**src/rtl/ysyx_24100005_mem_arb_if.sv**
```systemverilog
// ysyx_24100005_mem_arb_if: IFU/LSU request channels and shared data-memory port
interface ysyx_24100005_mem_arb_if #(
    parameter int ADDR_W = 32,
    parameter int DATA_W = 32
);
    logic              ifu_req_valid;
    logic              ifu_req_ready;
    logic [ADDR_W-1:0] ifu_addr;
    logic              ifu_resp_valid;
    logic [DATA_W-1:0] ifu_rdata;
    logic              lsu_req_valid;
    logic              lsu_req_ready;
    logic [ADDR_W-1:0] lsu_addr;
    logic              lsu_wen;
    logic [1:0]        lsu_size;
    logic              lsu_unsigned;
    logic [DATA_W-1:0] lsu_wdata;
    logic              lsu_resp_valid;
    logic [DATA_W-1:0] lsu_rdata;
    logic              lsu_resp_err;
    logic              mem_req_valid;
    logic              mem_req_ready;
    logic [ADDR_W-1:0] mem_addr;
    logic              mem_wen;
    logic [DATA_W-1:0] mem_wdata;
    logic [3:0]        mem_wmask;
    logic              mem_resp_valid;
    logic [DATA_W-1:0] mem_resp_rdata;

    modport slave (
        input  ifu_req_valid, ifu_addr, lsu_req_valid, lsu_addr, lsu_wen, lsu_size,
               lsu_unsigned, lsu_wdata, mem_req_ready, mem_resp_valid, mem_resp_rdata,
        output ifu_req_ready, ifu_resp_valid, ifu_rdata, lsu_req_ready, lsu_resp_valid,
               lsu_rdata, lsu_resp_err, mem_req_valid, mem_addr, mem_wen, mem_wdata, mem_wmask
    );

    modport master (
        output ifu_req_valid, ifu_addr, lsu_req_valid, lsu_addr, lsu_wen, lsu_size,
               lsu_unsigned, lsu_wdata, mem_req_ready, mem_resp_valid, mem_resp_rdata,
        input  ifu_req_ready, ifu_resp_valid, ifu_rdata, lsu_req_ready, lsu_resp_valid,
               lsu_rdata, lsu_resp_err, mem_req_valid, mem_addr, mem_wen, mem_wdata, mem_wmask
    );
endinterface

```
**src/rtl/ysyx_24100005_mem_arb.sv**
```systemverilog
// ysyx_24100005_mem_arb: round-robin IFU/LSU arbiter onto one data-memory port with load/store lane handling
module ysyx_24100005_mem_arb #(
    parameter int ADDR_W = 32,
    parameter int DATA_W = 32
) (
    input  logic                  clk,
    input  logic                  rst,
    ysyx_24100005_mem_arb_if.slave bus
);
    typedef enum logic [1:0] {IDLE, ISSUE, WAIT, RESP} state_t;
    state_t            state_q, state_d;
    logic              last_q, last_d, own_q, own_d, wen_q, wen_d, uns_q, uns_d, err_q, err_d;
    logic [1:0]        size_q, size_d;
    logic [3:0]        wmask_q, wmask_d;
    logic [ADDR_W-1:0] addr_q, addr_d;
    logic [DATA_W-1:0] wdata_q, wdata_d, ifu_rdata_q, ifu_rdata_d, lsu_rdata_q, lsu_rdata_d;
    logic [DATA_W-1:0] raw, ld;
    logic              grant_lsu, lsu_mis, st, ifu_rdy, lsu_rdy;

    // select the addressed lane of the returned word and extend it
    always_comb begin
        raw = bus.mem_resp_rdata >> {addr_q[1:0], 3'b000};
        ld  = size_q == 2'b00 ? {{24{~uns_q & raw[7]}}, raw[7:0]} :
              size_q == 2'b01 ? {{16{~uns_q & raw[15]}}, raw[15:0]} : raw;
    end

    // arbitration in IDLE, then issue/wait/respond for the single outstanding transaction
    always_comb begin
        state_d     = state_q;
        last_d      = last_q;
        own_d       = own_q;
        wen_d       = wen_q;
        uns_d       = uns_q;
        err_d       = err_q;
        size_d      = size_q;
        wmask_d     = wmask_q;
        addr_d      = addr_q;
        wdata_d     = wdata_q;
        ifu_rdata_d = ifu_rdata_q;
        lsu_rdata_d = lsu_rdata_q;
        ifu_rdy     = 1'b0;
        lsu_rdy     = 1'b0;
        grant_lsu   = bus.lsu_req_valid & (~bus.ifu_req_valid | ~last_q);
        lsu_mis     = bus.lsu_size == 2'b11 || (bus.lsu_size == 2'b01 && bus.lsu_addr[0]) ||
                      (bus.lsu_size == 2'b10 && bus.lsu_addr[1:0] != 2'b00);
        st          = grant_lsu & bus.lsu_wen & ~lsu_mis;
        case (state_q)
            IDLE: if (!rst && (bus.ifu_req_valid || bus.lsu_req_valid)) begin
                ifu_rdy     = ~grant_lsu;
                lsu_rdy     = grant_lsu;
                own_d       = grant_lsu;
                last_d      = grant_lsu;
                addr_d      = grant_lsu ? bus.lsu_addr : bus.ifu_addr;
                wen_d       = st;
                size_d      = grant_lsu ? bus.lsu_size : 2'b10;
                uns_d       = bus.lsu_unsigned;
                wdata_d     = st ? bus.lsu_wdata << {bus.lsu_addr[1:0], 3'b000} : '0;
                wmask_d     = !st ? 4'b0000 :
                              bus.lsu_size == 2'b00 ? 4'b0001 << bus.lsu_addr[1:0] :
                              bus.lsu_size == 2'b01 ? 4'b0011 << bus.lsu_addr[1:0] : 4'b1111;
                err_d       = grant_lsu & lsu_mis;
                lsu_rdata_d = (grant_lsu & lsu_mis) ? '0 : lsu_rdata_q;
                state_d     = (grant_lsu & lsu_mis) ? RESP : ISSUE;
            end
            ISSUE: state_d = bus.mem_req_ready ? WAIT : ISSUE;
            WAIT: if (bus.mem_resp_valid) begin
                ifu_rdata_d = own_q ? ifu_rdata_q : bus.mem_resp_rdata;
                lsu_rdata_d = !own_q ? lsu_rdata_q : wen_q ? '0 : ld;
                state_d     = RESP;
            end
            default: begin
                err_d   = 1'b0;
                state_d = IDLE;
            end
        endcase
    end

    // transaction state and captured response data
    always_ff @(posedge clk) begin
        if (rst) begin
            state_q     <= IDLE;
            last_q      <= 1'b0;
            own_q       <= 1'b0;
            wen_q       <= 1'b0;
            uns_q       <= 1'b0;
            err_q       <= 1'b0;
            size_q      <= 2'b00;
            wmask_q     <= 4'b0000;
            addr_q      <= '0;
            wdata_q     <= '0;
            ifu_rdata_q <= '0;
            lsu_rdata_q <= '0;
        end else begin
            state_q     <= state_d;
            last_q      <= last_d;
            own_q       <= own_d;
            wen_q       <= wen_d;
            uns_q       <= uns_d;
            err_q       <= err_d;
            size_q      <= size_d;
            wmask_q     <= wmask_d;
            addr_q      <= addr_d;
            wdata_q     <= wdata_d;
            ifu_rdata_q <= ifu_rdata_d;
            lsu_rdata_q <= lsu_rdata_d;
        end
    end

    assign bus.ifu_req_ready  = ifu_rdy;
    assign bus.lsu_req_ready  = lsu_rdy;
    assign bus.ifu_resp_valid = state_q == RESP && !own_q;
    assign bus.lsu_resp_valid = state_q == RESP && own_q;
    assign bus.lsu_resp_err   = state_q == RESP && err_q;
    assign bus.ifu_rdata      = ifu_rdata_q;
    assign bus.lsu_rdata      = lsu_rdata_q;
    assign bus.mem_req_valid  = state_q == ISSUE;
    assign bus.mem_addr       = {addr_q[ADDR_W-1:2], 2'b00};
    assign bus.mem_wen        = wen_q;
    assign bus.mem_wdata      = wdata_q;
    assign bus.mem_wmask      = wmask_q;
endmodule
```
**src/flat_wrapper.sv**
```systemverilog
// flat-port wrapper written by rule: the top's interface ports become plain ports
module ysyx_24100005_mem_arb_flat 
#(
    parameter int ADDR_W = 32,
    parameter int DATA_W = 32
)
  (clk, rst, bus_ifu_req_valid, bus_ifu_addr, bus_lsu_req_valid, bus_lsu_addr, bus_lsu_wen, bus_lsu_size, bus_lsu_unsigned, bus_lsu_wdata, bus_mem_req_ready, bus_mem_resp_valid, bus_mem_resp_rdata, bus_ifu_req_ready, bus_ifu_resp_valid, bus_ifu_rdata, bus_lsu_req_ready, bus_lsu_resp_valid, bus_lsu_rdata, bus_lsu_resp_err, bus_mem_req_valid, bus_mem_addr, bus_mem_wen, bus_mem_wdata, bus_mem_wmask);
  ysyx_24100005_mem_arb_if #(.ADDR_W(ADDR_W), .DATA_W(DATA_W)) bus_i ();
  input  logic clk;
  input  logic rst;
  input wire logic [$bits(bus_i.ifu_req_valid)-1:0] bus_ifu_req_valid;
  input wire logic [$bits(bus_i.ifu_addr)-1:0] bus_ifu_addr;
  input wire logic [$bits(bus_i.lsu_req_valid)-1:0] bus_lsu_req_valid;
  input wire logic [$bits(bus_i.lsu_addr)-1:0] bus_lsu_addr;
  input wire logic [$bits(bus_i.lsu_wen)-1:0] bus_lsu_wen;
  input wire logic [$bits(bus_i.lsu_size)-1:0] bus_lsu_size;
  input wire logic [$bits(bus_i.lsu_unsigned)-1:0] bus_lsu_unsigned;
  input wire logic [$bits(bus_i.lsu_wdata)-1:0] bus_lsu_wdata;
  input wire logic [$bits(bus_i.mem_req_ready)-1:0] bus_mem_req_ready;
  input wire logic [$bits(bus_i.mem_resp_valid)-1:0] bus_mem_resp_valid;
  input wire logic [$bits(bus_i.mem_resp_rdata)-1:0] bus_mem_resp_rdata;
  output wire logic [$bits(bus_i.ifu_req_ready)-1:0] bus_ifu_req_ready;
  output wire logic [$bits(bus_i.ifu_resp_valid)-1:0] bus_ifu_resp_valid;
  output wire logic [$bits(bus_i.ifu_rdata)-1:0] bus_ifu_rdata;
  output wire logic [$bits(bus_i.lsu_req_ready)-1:0] bus_lsu_req_ready;
  output wire logic [$bits(bus_i.lsu_resp_valid)-1:0] bus_lsu_resp_valid;
  output wire logic [$bits(bus_i.lsu_rdata)-1:0] bus_lsu_rdata;
  output wire logic [$bits(bus_i.lsu_resp_err)-1:0] bus_lsu_resp_err;
  output wire logic [$bits(bus_i.mem_req_valid)-1:0] bus_mem_req_valid;
  output wire logic [$bits(bus_i.mem_addr)-1:0] bus_mem_addr;
  output wire logic [$bits(bus_i.mem_wen)-1:0] bus_mem_wen;
  output wire logic [$bits(bus_i.mem_wdata)-1:0] bus_mem_wdata;
  output wire logic [$bits(bus_i.mem_wmask)-1:0] bus_mem_wmask;
  assign bus_i.ifu_req_valid = bus_ifu_req_valid;
  assign bus_i.ifu_addr = bus_ifu_addr;
  assign bus_i.lsu_req_valid = bus_lsu_req_valid;
  assign bus_i.lsu_addr = bus_lsu_addr;
  assign bus_i.lsu_wen = bus_lsu_wen;
  assign bus_i.lsu_size = bus_lsu_size;
  assign bus_i.lsu_unsigned = bus_lsu_unsigned;
  assign bus_i.lsu_wdata = bus_lsu_wdata;
  assign bus_i.mem_req_ready = bus_mem_req_ready;
  assign bus_i.mem_resp_valid = bus_mem_resp_valid;
  assign bus_i.mem_resp_rdata = bus_mem_resp_rdata;
  assign bus_ifu_req_ready = bus_i.ifu_req_ready;
  assign bus_ifu_resp_valid = bus_i.ifu_resp_valid;
  assign bus_ifu_rdata = bus_i.ifu_rdata;
  assign bus_lsu_req_ready = bus_i.lsu_req_ready;
  assign bus_lsu_resp_valid = bus_i.lsu_resp_valid;
  assign bus_lsu_rdata = bus_i.lsu_rdata;
  assign bus_lsu_resp_err = bus_i.lsu_resp_err;
  assign bus_mem_req_valid = bus_i.mem_req_valid;
  assign bus_mem_addr = bus_i.mem_addr;
  assign bus_mem_wen = bus_i.mem_wen;
  assign bus_mem_wdata = bus_i.mem_wdata;
  assign bus_mem_wmask = bus_i.mem_wmask;
  ysyx_24100005_mem_arb #(.ADDR_W(ADDR_W), .DATA_W(DATA_W)) u_core (.clk(clk), .rst(rst), .bus(bus_i));
endmodule
```
**config.mk**
```make
export PLATFORM = sky130hd
export DESIGN_NAME = ysyx_24100005_mem_arb_flat
export DESIGN_NICKNAME = d
export VERILOG_FILES = /design/src/rtl/ysyx_24100005_mem_arb_if.sv /design/src/rtl/ysyx_24100005_mem_arb.sv /design/src/flat_wrapper.sv
export SDC_FILE = /design/constraint.sdc
export NUM_CORES = 1
export LEC_CHECK = 0
export BUFFER_PORTS_ARGS = -buffer_cell sky130_fd_sc_hd__buf_2
export CAP_MARGIN = 20
export CORE_MARGIN = 2
export CORE_UTILIZATION = 49
export DETAILED_ROUTE_END_ITERATION = 10
export PLACE_DENSITY = 0.92
export SYNTH_ARGS = -nofsm -noshare
export SYNTH_HDL_FRONTEND = slang
export SYNTH_SLANG_ARGS = --single-unit
```
**constraint.sdc**
```tcl
create_clock -name clk -period 3.2 [get_ports clk]
set_input_delay 0.48 -clock clk [delete_from_list [all_inputs] [get_ports clk]]
set_output_delay 0.48 -clock clk [all_outputs]
set_load 0.1 [all_outputs]
```
==> results of run 1 <==
## flip-flops by register name (all words and copies together) (netlist names)
register and count:
u_core.bus.ifu_rdata 32, u_core.err_q 1, u_core.bus.mem_wen 1, u_core.addr_q 32, u_core.state_q 2, u_core.bus.mem_wmask 4, u_core.last_q 1, u_core.uns_q 1
u_core.bus.lsu_rdata 32, u_core.bus.mem_wdata 32, u_core.size_q 2
## cells in the mapped netlist, types with 3 or more instances
cell | number | area, um^2
buf_4 | 32 | 240
ha_1 | 9 | 113
o2bb2ai_1 | 16 | 140
buf_2 | 7 | 35.0
a22oi_1 | 3 | 22.5
a21boi_0 | 8 | 60.1
o41ai_1 | 6 | 52.6
o2111ai_1 | 8 | 70.1
nand2b_1 | 3 | 18.8
clkbuf_1 | 55 | 206
a22o_1 | 8 | 70.1
and2_1 | 3 | 18.8
o21ai_0 | 10 | 50.1
o311ai_0 | 16 | 140
dfxtp_1 | 140 | 2800
nand2_1 | 151 | 567
nor2_1 | 71 | 267
buf_1 | 9 | 33.8
mux2i_1 | 65 | 651
a211oi_1 | 11 | 82.6
a21oi_1 | 50 | 250
o211ai_1 | 3 | 22.5
inv_1 | 7 | 26.3
a32oi_1 | 16 | 140
a311oi_1 | 32 | 280
nor2b_1 | 5 | 31.3
o32ai_1 | 8 | 70.1
o31ai_1 | 18 | 135
## kinds of logic after synthesis
group	after synthesis	synth area share
buf+inv	112	0.0806
mux	68	0.101
compound gates	225	0.251
xor+xnor	1	0.00127
other cells	1	0.000543
flops	140	0.406
simple gates	245	0.144
fa+ha+maj	9	0.0163
## critical path, stage by stage, from the launching register on
cell,delay [ns]
dfxtp_1,0.34
inv_1,0.12
ha_1,0.37
nand2b_1,0.20
or2_2,0.52
nor2_1,0.14
buf_2,0.43
## area by class of cell
| type | count | area share |
|---|---|---|
| multi-input combinational | 550 | 0.404 |
| timing repair buffer | 296 | 0.176 |
| inverter | 8 | 0.00341 |
| clock buffer | 21 | 0.0534 |
| clock inverter | 10 | 0.0186 |
| tap | 180 | 0.0256 |
| sequential | 140 | 0.318 |
## power by group
group | switching, uW | internal [uW]
clock | 749 | 1360
sequential | 150 | 1940
combinational | 2380 | 669
## layer usage
layer	vias to the layer above	routed length, um
li1	3312	-
met1	3187	8560
met2	385	10200
met3	59	1940
met4	2	792
met5	-	13
## stage by stage
| stage | std cells | instance area (um^2) | hold slack, ns | setup slack, ns |
|---|---|---|---|---|
| 3_3_place_gp | 1173 | 8170 | 0.438 | 0.699 |
| 4_1_cts | 1204 | 8800 | 0.249 | 0.160 |
| 3_5_place_dp | 1173 | 8170 | 0.443 | 0.613 |
| 2_1_floorplan | 802 | 6910 | 0.449 | 0.0676 |
| 5_1_grt | 1205 | 8810 | 0.263 | 0.0300 |
| 6_report | 1205 | 8810 | 0.262 | 0.170 |
## worst paths after layout
path	startpoint	endpoint	slack, ns	cells past startpoint
max	u_core.state_q[1]$_SDFFE_PP0P_	bus_ifu_req_ready	0.17	6
min	bus_lsu_unsigned	u_core.uns_q$_SDFFE_PP0P_	0.26	3
max reg2reg	u_core.state_q[1]$_SDFFE_PP0P_	u_core.bus.lsu_rdata[23]$_SDFFE_PP0P_	0.62	7
min reg2reg	u_core.bus.ifu_rdata[20]$_SDFFE_PP0P_	u_core.bus.ifu_rdata[20]$_SDFFE_PP0P_	0.45	2
==> metrics.md, run 1 <==
| Metric | Value |
|---|---|
| All-layer global routing usage | `0.274` |
| Count of buffers added by post-CTS timing repair for setup | `0` |
| Root Buffer | `clkbuf_16` |
| Number of max-cap violations | `0` |
| Mean cell area of the mapped netlist | `8.62 um^2` |
| Crit Path Max Fanout | `24` |
| Initial Util | `0.500` |
| Clock buffers created by TritonCTS | `17` |
| Maximum clock frequency | `0.330 GHz` |
| Weighted congestion reported at the end of routability-driven placement | `0.865` |
| Final setup violation count | `0` |
| Static Leakage | `0.00395 uW` |
| Final Max Slew Viols | `0` |
| Dpl hpwl | `15.8 mm` |
| Power after layout | `7250 uW` |
| First-pass GRT wire length | `32.1 mm` |
| FF+latch area | `2800 um^2` |
| Met3 track demand over resource in global routing | `0.0762` |
| Met2 track demand over resource in global routing | `0.446` |
| Number of gates given a new drive strength after cts | `0` |
| Count of synthesis-stage warnings from yosys | `0` |
| Number of H-tree levels | `4` |
| Worst-case clock skew | `0.00812 ns` |
| Fin nets | `1,160` |
| Number of top-level design ports | `277` |
| Worst endpoint required time | `2.72 ns` |
| Synth Flop Type | `dfxtp_1` |
| Number of cells produced by synthesis | `801` |
| Via count of the first global-routing pass | `6,260` |
| Number of port buffers | `274` |
| Area added between synthesis and finish | `27.5%` |
| Arrival time reported for the critical path endpoint | `2.55 ns` |
| Core ar. | `13,800 um^2` |
| Remaining antenna violation count | `0` |
| Clock latency at the later pin of the worst-skew pair | `0.42 ns` |
| Via total after detailed routing | `6,945` |
| Commonest non-fill, non-tap cells in the layout | `272 x buf_2, 151 x nand2_1, 140 x dfxtp_1, 70 x nor2_1, 65 x mux2i_1` |
| Post-detailed-route wirelength per cell | `17.9 um` |
| Detailed-route wire length | `21.5 mm` |
| Headroom to the max-slew limit | `0.412` |
| DRT Pass-1 Iters | `6` |
| Post-Synthesis Cell Area | `6910 um^2` |
| Post-layout util | `0.637` |
| Element type at the critical path start | `flop` |
| Total negative slack for setup checks | `0 ns` |
| FF+latch count, synth | `140` |
| Met1 global-route usage | `0.330` |
| Antenna violations before repair | `1` |
| TritonCTS clock tree | `yes` |
| Hold violation total from the final report | `0` |
| Type of the worst min-delay path | `in2reg` |
| Number of hold buffers added after cts | `0` |
| Min Tclk post-route | `3.03 ns` |
| DIE AREA | `15,100 um^2` |
| Overall overflow remaining after global route | `0` |
| Grt peak-use layer | `met2` |
| Number of fillers in the final layout | `1,142` |
| Detailed-route vias per instance | `5.76` |
| Y dimension of the die | `123 um` |
| Status | `complete, no violations` |
| Most frequent standard cell in the layout excluding fill and tap cells | `buf_2` |
| Critical Path End Type | `primary output` |
| Critical setup path kind | `reg2out` |
| Row Count | `43` |
| Die width | `123 um` |
| CTS Sinks | `140` |
| Share of cells above drive strength 1 | `0.334` |
| Slew at the pin closest to its max-slew limit | `0.879 ns` |
| Multi-input gate area | `3560 um^2` |
| Share of the cycle needed by the critical path after routing | `0.947` |
| Maximum number of pins on one net before global-route repair | `58` |
| Detailed router's first-iteration violation count | `548` |
| Clock slew seen by the registers of the worst setup and hold paths | `0.06 ns` |
| IR drop worst, VDD | `0.366 mV` |
| Setup repair after global routing missed its margin | `no` |
| Number of flops mapped to enable cells by yosys | `0` |
| Sequential share of the synthesized area | `0.406` |
| Share of flip-flops with an asynchronous set or reset after synthesis | `0` |
| Power per cell area | `823 nW/um^2` |
| Count of unique library cells instantiated by Yosys | `55` |
| Antenna Cells | `0` |
| Drc violations | `0` |
| CTS Buffer Depth | `2` |
(Power assumes the default switching activity.)
==> inputs of run 2 (changes only) <==
--- a/config.mk
+++ b/config.mk
@@ -5,12 +5,13 @@
 export SDC_FILE = /design/constraint.sdc
 export NUM_CORES = 1
 export LEC_CHECK = 0
-export BUFFER_PORTS_ARGS = -buffer_cell sky130_fd_sc_hd__buf_2
+export ABC_AREA = 1
 export CAP_MARGIN = 20
 export CORE_MARGIN = 2
-export CORE_UTILIZATION = 49
+export CORE_UTILIZATION = 55
 export DETAILED_ROUTE_END_ITERATION = 10
-export PLACE_DENSITY = 0.92
+export DONT_BUFFER_PORTS = 1
+export PLACE_DENSITY = 0.81
 export SYNTH_ARGS = -nofsm -noshare
 export SYNTH_HDL_FRONTEND = slang
 export SYNTH_SLANG_ARGS = --single-unit
==> metrics.md, run 2 <==
| Metric | Value |
|---|---|
| Status | `complete, no violations` |
| Delay contributed by the slowest stage of the critical path | `0.53 ns` |
| Final worst-path setup slack | `0.439 ns` |
| Fin nets | `1,076` |
| Area added between synthesis and finish | `3.47%` |
| Die width | `117 um` |
| Overall overflow remaining after global route | `0` |
| CTS Buffer Depth | `2` |
| Post-detailed-route wirelength per cell | `17.7 um` |
| Largest cells by area after synthesis | `dfxtp_1 40%, nand2_1 17%, a21oi_1 9.5%` |
| Number of gates given a new drive strength after cts | `0` |
| CTS Sinks | `140` |
| Post-synth top area share | `0.398` |
| Dpl hpwl | `13.8 mm` |
| Row Count | `41` |
| Slew at the pin closest to its max-slew limit | `1.03 ns` |
| Worst-case clock skew | `0.00478 ns` |
| Via total after detailed routing | `6,418` |
| DIE AREA | `13,700 um^2` |
| Met3 track demand over resource in global routing | `0.102` |
| Min Tclk post-route | `2.76 ns` |
| Number of hold buffers added after cts | `0` |
| Root Buffer | `clkbuf_16` |
| Critical Path End Type | `primary output` |
| Share of the cycle needed by the critical path after routing | `0.863` |
| Final setup violation count | `0` |
| Initial Util | `0.560` |
| First-pass GRT wire length | `29.0 mm` |
| Most frequent standard cell in the layout excluding fill and tap cells | `nand2_1` |
| Arrival time reported for the critical path endpoint | `2.28 ns` |
| Clock buffers created by TritonCTS | `17` |
| Number of H-tree levels | `4` |
| Number of top-level design ports | `277` |
| Met2 track demand over resource in global routing | `0.463` |
| Grt peak-use layer | `met2` |
| Element type at the critical path start | `flop` |
| Top cells by count, synth | `311 x nand2_1, 140 x dfxtp_1, 133 x a21oi_1` |
| DRT Pass-1 Iters | `5` |
| Top-count cell post-synth | `nand2_1` |
| Static Leakage | `0.00266 uW` |
| Pre-CTS WS | `0.796 ns` |
| Setup repair after global routing missed its margin | `no` |
| Post-layout util | `0.579` |
| All-layer global routing usage | `0.277` |
| Headroom to the max-slew limit | `0.309` |
| Hold violation total from the final report | `0` |
| Type of the worst min-delay path | `in2reg` |
| Via count of the first global-routing pass | `5,676` |
| Number of cells produced by synthesis | `1,004` |
| Worst endpoint required time | `2.72 ns` |
| Detailed-route wire length | `19.7 mm` |
| Power per cell area | `927 nW/um^2` |
| Final Max Slew Viols | `0` |
| Synth Flop Type | `dfxtp_1` |
| Remaining antenna violation count | `0` |
| Clock slew seen by the registers of the worst setup and hold paths | `0.06 ns` |
| Y dimension of the die | `117 um` |
| Antenna Cells | `0` |
| Count of unique library cells instantiated by Yosys | `32` |
| Critical setup path kind | `reg2out` |
| TritonCTS clock tree | `yes` |
| Detailed router's first-iteration violation count | `593` |
| Detailed-route vias per instance | `5.77` |
| Mean cell area of the mapped netlist | `7.01 um^2` |
| Maximum number of pins on one net before global-route repair | `130` |
| Number of port buffers | `0` |
| Met1 global-route usage | `0.317` |
| Commonest non-fill, non-tap cells in the layout | `311 x nand2_1, 140 x dfxtp_1, 133 x a21oi_1, 87 x nand3_1, 48 x nor2_1` |
| Share of flip-flops with an asynchronous set or reset after synthesis | `0` |
| Cell type with the highest occurrence count on the critical path | `inv_1` |
| Total negative slack for setup checks | `0 ns` |
| Cell with the largest stage delay on the worst path | `inv_4` |
| Number of max-cap violations | `0` |
| Weighted congestion reported at the end of routability-driven placement | `0.910` |
| Count of buffers added by post-CTS timing repair for setup | `0` |
| Sequential share of the synthesized area | `0.398` |
| FF+latch count, synth | `140` |
| Post-Synthesis Cell Area | `7040 um^2` |
| Drc violations | `0` |
| Cell type with the highest aggregate area in the netlist | `dfxtp_1` |
| Number of flops mapped to enable cells by yosys | `0` |
| Maximum clock frequency | `0.362 GHz` |
| Antenna violations before repair | `0` |
| Count of synthesis-stage warnings from yosys | `0` |
| Core ar. | `12,600 um^2` |
| IR drop worst, VDD | `0.544 mV` |
| Share of cells above drive strength 1 | `0.0787` |
| Clock latency at the later pin of the worst-skew pair | `0.42 ns` |
| Crit Path Max Fanout | `75` |
| Series of cell instances along the critical path | `inv_1, ha_1, inv_1, nor2_4, inv_4, a21oi_4, buf_4` |
-- run 2: cell count changes after synthesis, moves of 18 or more --
cell	delta
nand2_1	+160
nand3_1	+86
a21oi_1	+83
mux2i_1	-65
a31oi_1	+38
a311oi_1	-32
o21ai_0	+24
inv_1	+22
nor2_1	-22
o31ai_1	-18
-- run 2: kinds of logic after synthesis --
| logic type | synth area share |
|---|---|
| AND/OR/NAND/NOR | 0.280 |
| buffers and inverters | 0.114 |
| adder cells (fa/ha/maj) | 0.0160 |
| flip-flops | 0.398 |
| AO/OA/AOI/OAI | 0.191 |
| other | 0.000533 |
-- run 2: metrics by stage --
stage	instance area, um^2	power, uW	hold WS, ns	cells
2_1_floorplan	7040	4790	0.445	1005
3_3_place_gp	6700	4800	0.457	1082
3_5_place_dp	6700	4830	0.467	1082
4_1_cts	7280	6790	0.114	1112
5_1_grt	7280	7060	0.120	1112
6_report	7280	6750	0.133	1112
-- run 2: layer usage --
metal | share of wire | vias to the layer above | routed length (um)
li1 | - | 3143 | -
met1 | 0.39 | 2937 | 7590
met2 | 0.48 | 297 | 9470
met3 | 0.11 | 41 | 2130
met4 | 0.026 | 0 | 508
met5 | 0 | - | 0
-- run 2: path summary, 6_finish.rpt --
path | slack [ns] | end | start | depth (start not counted)
worst max-delay path | 0.44 | bus_ifu_req_ready | u_core.state_q[0]$_SDFFE_PP0P_ | 7
worst min-delay path | 0.13 | u_core.addr_q[29]$_SDFFE_PP0P_ | rst | 1
worst max register to register | 0.83 | u_core.addr_q[13]$_SDFFE_PP0P_ | u_core.state_q[0]$_SDFFE_PP0P_ | 9
worst min register to register | 0.48 | u_core.size_q[0]$_SDFFE_PP0P_ | u_core.size_q[0]$_SDFFE_PP0P_ | 2
-- run 2: critical path: cells and delay by family, from the launching register on --
| family | cells | cell delay, ns |
|---|---|---|
| AO/OA/AOI/OAI | 1 | 0.04 |
| flip-flops | 1 | 0.40 |
| adder cells (fa/ha/maj) | 1 | 0.25 |
| buffers and inverters | 4 | 1.06 |
| AND/OR/NAND/NOR | 1 | 0.07 |
-- run 2: cell type report --
class | count | area [um^2]
fillers | 1188 | 5290
multi-input cells | 720 | 3440
flip-flops and latches | 140 | 2800
clock buffers | 22 | 464
well taps | 172 | 215
inverters | 37 | 145
clock inverters | 8 | 118
repair buffers | 13 | 97.6
-- run 2: power by group --
part | internal [uW] | switching, uW | total (uW)
registers | 1960 | 1460 | 3420
clock network | 1250 | 704 | 1960
logic | 399 | 978 | 1380
total | 3610 | 3150 | 6750
